===== config.mk =====
export PLATFORM = sky130hd
export DESIGN_NAME = keypad_scanner
export DESIGN_NICKNAME = d
export VERILOG_FILES = /design/src/rtl/keypad_scanner.sv
export SDC_FILE = /design/constraint.sdc
export NUM_CORES = 1
export LEC_CHECK = 0
export CORE_MARGIN = 3
export CORE_UTILIZATION = 53
export CTS_CLUSTER_DIAMETER = 200
export DETAILED_ROUTE_END_ITERATION = 10
export PLACE_DENSITY = 0.72
export SLEW_MARGIN = 10
export SYNTH_ARGS = -nofsm -noshare
export SYNTH_HDL_FRONTEND = slang
export SYNTH_SLANG_ARGS = --single-unit

===== constraint.sdc =====
create_clock -name CLK -period 3.4 [get_ports CLK]
set_clock_uncertainty 0.1 [all_clocks]
set_input_delay 1.02 -clock CLK [delete_from_list [all_inputs] [get_ports CLK]]
set_output_delay 1.02 -clock CLK [all_outputs]
set_load 0.01 [all_outputs]

===== src/rtl/keypad_scanner.sv =====
// Matrix-keypad scanner: walks one active-low column at a time, debounces over whole frames, rejects ghosting.
// Latency: key_valid one cycle after the close of the DEBOUNCE_SCANS-th agreeing frame.
// Backpressure: none; key_valid/key_release are single-cycle pulses, key_held/multi_key are levels.
// Ports: CLK/RST (async active-high), row (active-low, async to CLK), col (active-low drive),
//        key_code (row_idx*N_COLS+col_idx), key_valid, key_held, key_release, multi_key.
module keypad_scanner #(
  parameter int N_COLS         = 4,
  parameter int N_ROWS         = 4,
  parameter int SCAN_TICKS     = 100000,
  parameter int SETTLE         = 10,
  parameter int DEBOUNCE_SCANS = 3,
  localparam int KW = (N_ROWS * N_COLS > 1) ? $clog2(N_ROWS * N_COLS) : 1
) (
  input  logic              CLK,
  input  logic              RST,
  input  logic [N_ROWS-1:0] row,
  output logic [N_COLS-1:0] col,
  output logic [KW-1:0]     key_code,
  output logic              key_valid,
  output logic              key_held,
  output logic              key_release,
  output logic              multi_key
);

  localparam int TW = $clog2(SCAN_TICKS);
  localparam int CW = $clog2(N_COLS);
  localparam int DW = $clog2(DEBOUNCE_SCANS + 1);

  typedef enum logic [1:0] {S_IDLE, S_DEBOUNCE, S_PRESSED, S_RELEASING} state_t;

  logic [TW-1:0]     r_scan_timer;
  logic [CW-1:0]     r_col_sel;
  logic [N_COLS-1:0] r_col;
  logic [N_ROWS-1:0] r_row_s1, r_row_s2;
  logic [1:0]        r_frame_cnt;   // saturates at 2: only 0/1/many matters
  logic [KW-1:0]     r_frame_code;
  state_t            r_state;
  logic [DW-1:0]     r_cnt;
  logic [KW-1:0]     r_cand;
  logic [KW-1:0]     r_key_code;
  logic              r_key_valid, r_key_held, r_key_release, r_multi_key;

  logic              w_timer_wrap;
  logic [CW-1:0]     w_sel_nxt;
  logic [N_COLS-1:0] w_col_nxt;
  logic              w_sample, w_close;
  logic [1:0]        w_samp_cnt;
  logic [KW-1:0]     w_samp_code;
  logic              w_samp_any;
  logic [2:0]        w_sum;
  logic [1:0]        w_tot;
  logic [KW-1:0]     w_code;
  logic              w_single, w_multi;
  logic [DW-1:0]     w_cnt_inc;
  state_t            w_state_nxt;
  logic [DW-1:0]     w_cnt_nxt;
  logic [KW-1:0]     w_cand_nxt, w_code_nxt;
  logic              w_valid_nxt, w_release_nxt, w_held_nxt;

  // Column walk; col is computed from the next select so it changes on the same edge.
  always_comb begin
    w_timer_wrap = (r_scan_timer == TW'(SCAN_TICKS - 1));
    w_sel_nxt    = r_col_sel;
    if (w_timer_wrap)
      w_sel_nxt = (r_col_sel == CW'(N_COLS - 1)) ? '0 : r_col_sel + CW'(1);
    w_col_nxt = '1;
    for (int c = 0; c < N_COLS; c++)
      if (int'(w_sel_nxt) == N_COLS - 1 - c) w_col_nxt[c] = 1'b0;
  end

  // Per-sample decode of the synchronised rows; the highest down row wins the code.
  always_comb begin
    w_samp_cnt  = '0;
    w_samp_code = '0;
    w_samp_any  = 1'b0;
    for (int r = 0; r < N_ROWS; r++) begin
      if (!r_row_s2[N_ROWS-1-r]) begin
        w_samp_any  = 1'b1;
        w_samp_code = KW'(r * N_COLS + int'(r_col_sel));
        if (w_samp_cnt != 2'd2) w_samp_cnt = w_samp_cnt + 2'd1;
      end
    end
    w_sum    = {1'b0, r_frame_cnt} + {1'b0, w_samp_cnt};
    w_tot    = (w_sum >= 3'd2) ? 2'd2 : w_sum[1:0];
    w_code   = w_samp_any ? w_samp_code : r_frame_code;
    w_sample = (r_scan_timer == TW'(SETTLE));
    w_close  = w_sample && (r_col_sel == CW'(N_COLS - 1));
    w_single = w_close && (w_tot == 2'd1);
    w_multi  = (w_tot == 2'd2);
  end

  // Debounce FSM, only advanced at frame close.
  always_comb begin
    w_state_nxt   = r_state;
    w_cnt_nxt     = r_cnt;
    w_cand_nxt    = r_cand;
    w_code_nxt    = r_key_code;
    w_valid_nxt   = 1'b0;
    w_release_nxt = 1'b0;
    w_cnt_inc     = (r_cnt == DW'(DEBOUNCE_SCANS)) ? r_cnt : r_cnt + DW'(1);
    if (w_close) begin
      case (r_state)
        S_IDLE: begin
          if (w_single) begin
            if (DEBOUNCE_SCANS == 1) begin
              w_state_nxt = S_PRESSED;
              w_code_nxt  = w_code;
              w_valid_nxt = 1'b1;
            end else begin
              w_state_nxt = S_DEBOUNCE;
              w_cand_nxt  = w_code;
              w_cnt_nxt   = DW'(1);
            end
          end
        end
        S_DEBOUNCE: begin
          if (w_single && w_code == r_cand) begin
            w_cnt_nxt = w_cnt_inc;
            if (w_cnt_inc == DW'(DEBOUNCE_SCANS)) begin
              w_state_nxt = S_PRESSED;
              w_code_nxt  = r_cand;
              w_valid_nxt = 1'b1;
            end
          end else if (w_single) begin
            w_cand_nxt = w_code;
            w_cnt_nxt  = DW'(1);
          end else begin
            w_state_nxt = S_IDLE;
          end
        end
        S_PRESSED: begin
          if (!(w_single && w_code == r_key_code)) begin
            if (DEBOUNCE_SCANS == 1) begin
              w_state_nxt   = S_IDLE;
              w_release_nxt = 1'b1;
            end else begin
              w_state_nxt = S_RELEASING;
              w_cnt_nxt   = DW'(1);
            end
          end
        end
        S_RELEASING: begin
          if (w_single && w_code == r_key_code) begin
            w_state_nxt = S_PRESSED;
          end else begin
            w_cnt_nxt = w_cnt_inc;
            if (w_cnt_inc == DW'(DEBOUNCE_SCANS)) begin
              w_state_nxt   = S_IDLE;
              w_release_nxt = 1'b1;
            end
          end
        end
        default: w_state_nxt = S_IDLE;
      endcase
    end
    w_held_nxt = (w_state_nxt == S_PRESSED) || (w_state_nxt == S_RELEASING);
  end

  always_ff @(posedge CLK or posedge RST) begin
    if (RST) begin
      r_scan_timer  <= '0;
      r_col_sel     <= '0;
      r_col         <= {1'b0, {(N_COLS-1){1'b1}}};
      r_row_s1      <= '1;
      r_row_s2      <= '1;
      r_frame_cnt   <= '0;
      r_frame_code  <= '0;
      r_state       <= S_IDLE;
      r_cnt         <= '0;
      r_cand        <= '0;
      r_key_code    <= '0;
      r_key_valid   <= 1'b0;
      r_key_held    <= 1'b0;
      r_key_release <= 1'b0;
      r_multi_key   <= 1'b0;
    end else begin
      r_scan_timer  <= w_timer_wrap ? '0 : r_scan_timer + TW'(1);
      r_col_sel     <= w_sel_nxt;
      r_col         <= w_col_nxt;
      r_row_s1      <= row;
      r_row_s2      <= r_row_s1;
      if (w_close) begin
        r_frame_cnt  <= '0;
        r_frame_code <= '0;
        r_multi_key  <= w_multi;
      end else if (w_sample) begin
        r_frame_cnt <= w_tot;
        if (w_samp_any) r_frame_code <= w_samp_code;
      end
      r_state       <= w_state_nxt;
      r_cnt         <= w_cnt_nxt;
      r_cand        <= w_cand_nxt;
      r_key_code    <= w_code_nxt;
      r_key_valid   <= w_valid_nxt;
      r_key_held    <= w_held_nxt;
      r_key_release <= w_release_nxt;
    end
  end

  assign col         = r_col;
  assign key_code    = r_key_code;
  assign key_valid   = r_key_valid;
  assign key_held    = r_key_held;
  assign key_release = r_key_release;
  assign multi_key   = r_multi_key;

endmodule


==> impl_metrics.prom, run 1 <==
# TYPE chip_impl_metric gauge
chip_impl_info{name="crit_path_cell_trace",value="inv_2 -> ha_4 -> mux2i_2 -> ha_2 -> nor2_2 -> a21oi_2 -> ha_2 -> inv_1 -> fa_1 -> and3_4 -> nand2_2 -> a211oi_2 -> a41oi_2 -> buf_4 -> a21oi_2 -> a31oi_1"} 1
chip_impl_metric{name="num_vias",unit=""} 1909
chip_impl_metric{name="vias_in_the_first_global_route",unit=""} 1778
chip_impl_metric{name="tritoncts.num_buffers",unit=""} 5
chip_impl_metric{name="synth_seq_cells",unit=""} 53
chip_impl_metric{name="route.antenna.remaining_nets",unit=""} 0
chip_impl_metric{name="register_area",unit="sq mm"} 0.00134
chip_impl_metric{name="chipWidth",unit="um"} 77.5
chip_impl_info{name="clock_tree.root_cell",value="clkbuf_8"} 1
chip_impl_metric{name="layout_cells_sized_above_1",unit=""} 0.235
chip_impl_metric{name="timing.final.max_slew_violations",unit=""} 0
chip_impl_metric{name="synth_cells",unit=""} 249
chip_impl_info{name="synth.most_common_cell",value="dfrtp_1"} 1
chip_impl_metric{name="avgViaCountPerCell",unit=""} 5.49
chip_impl_metric{name="hold_ws",unit="ns"} 0.259
chip_impl_metric{name="detail_route.wirelength",unit="um"} 4940
chip_impl_metric{name="ys_async_sr_fraction",unit=""} 1.00
chip_impl_info{name="rsz0062_at_grt",value="true"} 1
chip_impl_metric{name="max-clock-path-buffers",unit=""} 2
chip_impl_metric{name="cts.htree.levels",unit=""} 2
chip_impl_info{name="crit_path_end_kind",value="flop"} 1
chip_impl_metric{name="leakage",unit="nW"} 1.43
chip_impl_metric{name="place.detailed.instances",unit=""} 335
chip_impl_metric{name="detail_route.drc_violations",unit=""} 0
chip_impl_metric{name="clk_pin_slew_worst_paths",unit="ns"} 0.09
chip_impl_metric{name="floorplan.initialDensity",unit=""} 0.562
chip_impl_metric{name="grt_first_pass_wirelength",unit="um"} 8490
chip_impl_metric{name="final.min_clock_period",unit="ns"} 3.36
chip_impl_metric{name="num_rows",unit=""} 25
chip_impl_metric{name="finalHoldViolations",unit=""} 0
chip_impl_metric{name="timing.fmax",unit="MHz"} 298
chip_impl_info{name="cell_type_of_the_slowest_stage_on_the_worst_timing_path",value="dfstp_2"} 1
chip_impl_metric{name="setup_viol_count_final",unit=""} 0
chip_impl_metric{name="max_slew.worst_pin.slew",unit="ns"} 0.497
chip_impl_metric{name="number_of_enable_flip_flop_cells_after_synthesis",unit=""} 0
chip_impl_metric{name="clock_sink_count",unit=""} 53
chip_impl_metric{name="ys_seq_area_frac",unit=""} 0.495
chip_impl_metric{name="critical_path_peak_fanout",unit=""} 4
chip_impl_info{name="synth_top_flop_cell",value="dfrtp_1"} 1
chip_impl_metric{name="floorplan.die.height",unit="um"} 77.5
chip_impl_metric{name="worst-endpoint-arrival",unit="ns"} 3.45
chip_impl_metric{name="nNetsFinal",unit=""} 295
chip_impl_metric{name="slew-limit-headroom",unit=""} 0.666
chip_impl_metric{name="fin_crit_sh",unit=""} 0.988
chip_impl_metric{name="antenna_cells",unit=""} 0
chip_impl_metric{name="hpwl",unit="um"} 3510
chip_impl_metric{name="layoutNonFillerInstCount",unit=""} 348
chip_impl_info{name="crit_family",value="adder cells"} 1
chip_impl_metric{name="syn_nets",unit=""} 264
chip_impl_metric{name="drt_pre_antenna_iters",unit=""} 4
chip_impl_metric{name="gr_overflow_total",unit=""} 0
chip_impl_metric{name="clk_lat_worst_skew",unit="ns"} 0.30
chip_impl_metric{name="netlist.area_leader.share",unit=""} 0.388
chip_impl_info{name="outcome",value="complete, no violations"} 1
chip_impl_metric{name="crit_path_max_incr_delay",unit="ns"} 0.57
chip_impl_metric{name="grt_max_degree",unit=""} 35
chip_impl_metric{name="gpl.final_weighted_congestion",unit=""} 0.785
chip_impl_metric{name="peakVddDrop",unit="V"} 0.000278
chip_impl_metric{name="power_density",unit="mW/mm^2"} 352
chip_impl_metric{name="synthesis.yosys.warnings",unit=""} 0
chip_impl_info{name="worstSetupPathType",value="flop to flop"} 1
chip_impl_metric{name="io_buffer_count",unit=""} 17
chip_impl_metric{name="fin_total_pwr",unit="mW"} 1.12
chip_impl_metric{name="mappedNetlistArea",unit="sq mm"} 0.00271
chip_impl_metric{name="global_router_s_overall_resource_usage",unit=""} 0.177
chip_impl_metric{name="synth.avg_cell_area",unit="sq um"} 10.9
chip_impl_info{name="netlist_top_cells_count",value="dfrtp_1, nor2_1, nand2_1"} 1
chip_impl_info{name="synthDominantAreaCellType",value="dfrtp_1"} 1
chip_impl_metric{name="pin_count",unit=""} 18
chip_impl_metric{name="max-cap-violations",unit=""} 0
chip_impl_info{name="critPathLaunchType",value="flop"} 1
chip_impl_info{name="synthTopCellsByArea",value="dfrtp_1, dfstp_2, xnor2_1, ha_1, nor2_1"} 1
chip_impl_metric{name="multi_input_comb_area",unit="sq mm"} 0.00135
chip_impl_info{name="min_path_type",value="flop to flop"} 1
chip_impl_metric{name="drt_first_iter_violations",unit=""} 138
chip_impl_metric{name="grt_antenna_before_repair",unit=""} 0
chip_impl_metric{name="areaGrowthSynthToFinish",unit="%"} 17.6
chip_impl_metric{name="worst-endpoint-required",unit="ns"} 3.49
chip_impl_metric{name="critical_path_buf_inv_count",unit=""} 3
chip_impl_metric{name="n_fill_cell",unit=""} 392
chip_impl_metric{name="die_area",unit="sq mm"} 0.00600
chip_impl_metric{name="routed_wire_length_per_instance",unit="um"} 14.2
chip_impl_metric{name="core",unit="sq mm"} 0.00482
chip_impl_metric{name="yosysUniqueCellTypes",unit=""} 55
chip_impl_metric{name="holdBufCountCts",unit=""} 0
chip_impl_info{name="tritoncts",value="built"} 1
-- cells by family after synthesis --
kind of cell,synth area share
compound gates,0.115
xor+xnor,0.0647
fa+ha+maj,0.0444
buf+inv,0.0277
flops,0.495
mux,0.0545
simple gates,0.199
-- sequential cells by signal, summed over array words and instances, names as in the netlist, 2 cells and up --
| name | count |
|---|---|
| r_col_sel | 2 |
| r_frame_code | 4 |
| r_cnt | 2 |
| r_cand | 4 |
| r_state | 2 |
| r_scan_timer | 17 |
| key_code | 4 |
| r_row_s1 | 4 |
| r_frame_cnt | 2 |
| r_row_s2 | 4 |
| col | 4 |
-- path summary, 6_finish.rpt --
kind	startpoint	endpoint	slack [ns]	depth (start not counted)
setup / recovery	r_row_s2[3]	r_cnt[0]	0.04	16
hold / removal	r_row_s1[1]	r_row_s2[1]	0.26	0
setup reg to reg	r_row_s2[3]	r_cnt[0]	0.04	16
hold reg to reg	r_row_s1[1]	r_row_s2[1]	0.26	0
max in group asynchronous	RST	col[0]	1.67	3
min in group asynchronous	RST	r_frame_code[0]	0.94	2
-- cells in the final DEF (no fill, tap or decap), types with 5 or more instances in the layout --
cell type        count
dfrtp_1             42
nor2_1              21
nand2_1             19
clkdlybuf4s50_1     17
xnor2_1             12
buf_4               12
nand3_1             11
dfstp_2             11
and3_1              10
inv_1                9
xor2_1               8
a21oi_1              7
o21ai_0              5
and2_1               5
nor3_1               5
ha_1                 5
clkbuf_8             5
-- metrics by stage --
stage	setup WS (ns)	utilization	instance area, sq um	setup TNS, ns
2_1_floorplan	0.106	-	2710	0
3_3_place_gp	0.0672	0.624	3000	0
3_5_place_dp	-0.0409	0.624	3000	-0.0409
4_1_cts	0.00951	0.642	3090	0
5_1_grt	-0.0876	0.661	3180	-0.281
6_report	0.0417	0.661	3180	0
-- repair_timing --
action	CTS	global route
setup buffers	0	5
endpoints found under the setup margin	1	13
resized for setup	1	14
pin swaps	0	3
-- worst reg2reg max path, cell delays in order (launching register included) --
cell	delay [ns]
dfstp_2	0.57
inv_2	0.05
ha_4	0.21
mux2i_2	0.18
ha_2	0.20
nor2_2	0.04
a21oi_2	0.13
ha_2	0.18
inv_1	0.04
fa_1	0.54
and3_4	0.20
nand2_2	0.05
a211oi_2	0.25
a41oi_2	0.15
buf_4	0.18
a21oi_2	0.12
a31oi_1	0.05
-- power breakdown --
group | switching, mW | internal [mW]
clock | 0.196 | 0.146
sequential | 0.00808 | 0.643
combinational | 0.0678 | 0.0589
-- per-layer routing --
layer  part of all wire  track usage
met5                  0            0
met4              0.014       0.0498
met3              0.033       0.0383
met2               0.45        0.250
met1               0.50        0.271
-- area by class of cell --
class                   count  area share
clock buffers               7      0.0240
clock inverters             1     0.00236
inverters                  12      0.0142
multi-input cells         178       0.424
flip-flops and latches     53       0.421
well taps                  67      0.0263
repair buffers             30      0.0881
(Power assumes the default switching activity.)
==> run 2, diff against run 1 <==
- CAP_MARGIN: default -> 20
- HOLD_SLACK_MARGIN: default -> 0.05
==> results of run 2 <==
No change in the layout: final DEF, timing and power equal those of run 1.
==> RTL edit, RTL diff (flow settings as in run 2) <==
Put one more register stage on the output `key_code`, with the module's reset. The value now appears one clock later. The other outputs are not delayed to match.
--- a/src/rtl/keypad_scanner.sv
+++ b/src/rtl/keypad_scanner.sv
@@ -198,7 +198,13 @@
   end
 
   assign col         = r_col;
-  assign key_code    = r_key_code;
+  always_ff @(posedge CLK or posedge RST) begin
+    if (RST) begin
+      key_code <= '0;
+    end else begin
+      key_code <= r_key_code;
+    end
+  end
   assign key_valid   = r_key_valid;
   assign key_held    = r_key_held;
   assign key_release = r_key_release;
Function: same outputs for any inputs over 10 cycles, from zero or initial values and one cycle with RST high; that may be too few to reach the edited logic, so the function may still have changed.
==> RTL edit against run 2 <==
  * Sequential cell count increased by 4
  * Global-route usage is 2.4 points higher
  * Area after synthesis increased by 2.3%
  * Routed wire length is 8.7% higher
  * Design area increased by 7.5%
  * Total power increased by 33%
  * Worst setup slack worse by 0.027 ns
  * Maximum frequency fell by 0.81%
  * Critical endpoint unchanged
  * Highest routed layer unchanged
==> RTL edit: results (changes against run 2) <==
worst_setup_path:
  startpoint: "r_row_s2[2]$_DFF_PP1_"
  rr_worst_depth: 15  # -1
  slowest_delay_ns: 0.54  # -0.03 ns
  reg2reg_slack_ns: 0.01  # -0.03 ns
  cp_max_fo: 4  # unchanged
  crit_family: "adder cells"
finish:
  buffers: 35  # +17%
  num-nets-final: 308  # +4.4%
  n_fill_cell: 380  # -3.1%
  area_share_nonclk_buffers_pct: 9.76  # +0.95 points
  drive_gt1_share_pct: 23.6  # +0.081 points
  seq_area_share_pct: 42.1  # about the same
  synthToLayoutAreaGrowth_pct: 23.6
  clock_cell_area_share_pct: 5.70  # +3.1 points
  n_clock_buffer: 12  # +5
  inverters_excl_clock: 14  # +2
  num-multi-input-gates: 176  # -1.1%
  multi_input_area_share_pct: 38.5  # -3.9 points
power_and_ir_drop:
  leakage_nw: 1.50  # +4.8%
  p_sw_uw: 339  # +25%
  p_sw_share_pct: 22.8  # -1.5 points
  ir_worst_vdd_mv: 0.301  # +8.3%
  p_comb_share_pct: 10.7  # -0.6 points
placed_design:
  place_area_um2: 3090  # +3.0%
  place.gp.congestion: 0.855  # +9.0%
  dpl.cell_count: 344  # +2.7%
  dp_hpwl_um: 3610  # +2.8%
grt:
  grt_pass1_wl_um: 9430  # +11%
  grt_max_degree: 33  # -5.7%
  grt.total_usage_pct: 20.0  # +2.4 points
synth:
  synth.distinct_cells: 48  # -13%
  synth_fp_nets: 271  # +2.7%
  synth_seq_area_share_pct: 52.0  # +2.5 points
  ys_top_cells_by_area: "dfrtp_1, dfstp_2, ha_1"
  syn_inst: 256  # +2.8%
route:
  routedWlPerCell_um: 14.8  # +3.9%
  num_vias: 1999  # +4.7%
  dr.first_iter.drc_count: 131  # -5.1%
  detail_route.vias_per_cell: 5.49  # +0.11%
timing:
  relSlewSlack_pct: 63.6  # -3.0 points
  hold_ws_ns: 0.247  # -0.0125 ns
  fin_crit_ns: 3.39  # +0.0275 ns
clock_network:
  cts_max_level: 3  # +1
  clk_pin_slew_ns: 0.07  # -0.02 ns
  numCtsBuffers: 9  # +4
  post_cts_resized: 14  # +13
  clkSinkCount: 57  # +7.5%
  post-cts-setup-buffers: 2  # +2
  clkLatencyLatePin_ns: 0.34  # +0.04 ns
run_status:
  status: "completed"
worst_hold_path:
  hold_end: "r_row_s2[1]$_DFF_PP1_"
==> RTL edit: changes by cell type after synthesis, sizes merged, moves of 4 or more <==
cell and delta:
and3 -6, or3 +4, mux2 -5, dfrtp +4
clkbuf +6, o31ai +7
==> RTL edit: per-layer routing <==
| metal | track usage [%] | part of all wire (%) | up-vias |
|---|---|---|---|
| li1 | - | - | 973 |
| met5 | 0 | 0 | - |
| met3 | 5.73 | 4.5 | 14 |
| met1 | 25.0 | 44 | 973 |
| met4 | 9.44 | 2.2 | 0 |
| met2 | 32.1 | 50 | 39 |
==> RTL edit: cell families after synthesis <==
group,after synthesis,share of synthesized area [%]
fa+ha+maj,9,4.34
mux,8,3.66
buf+inv,23,3.57
xor+xnor,21,6.64
flops,57,52.0
compound gates,40,10.3
simple gates,98,19.5
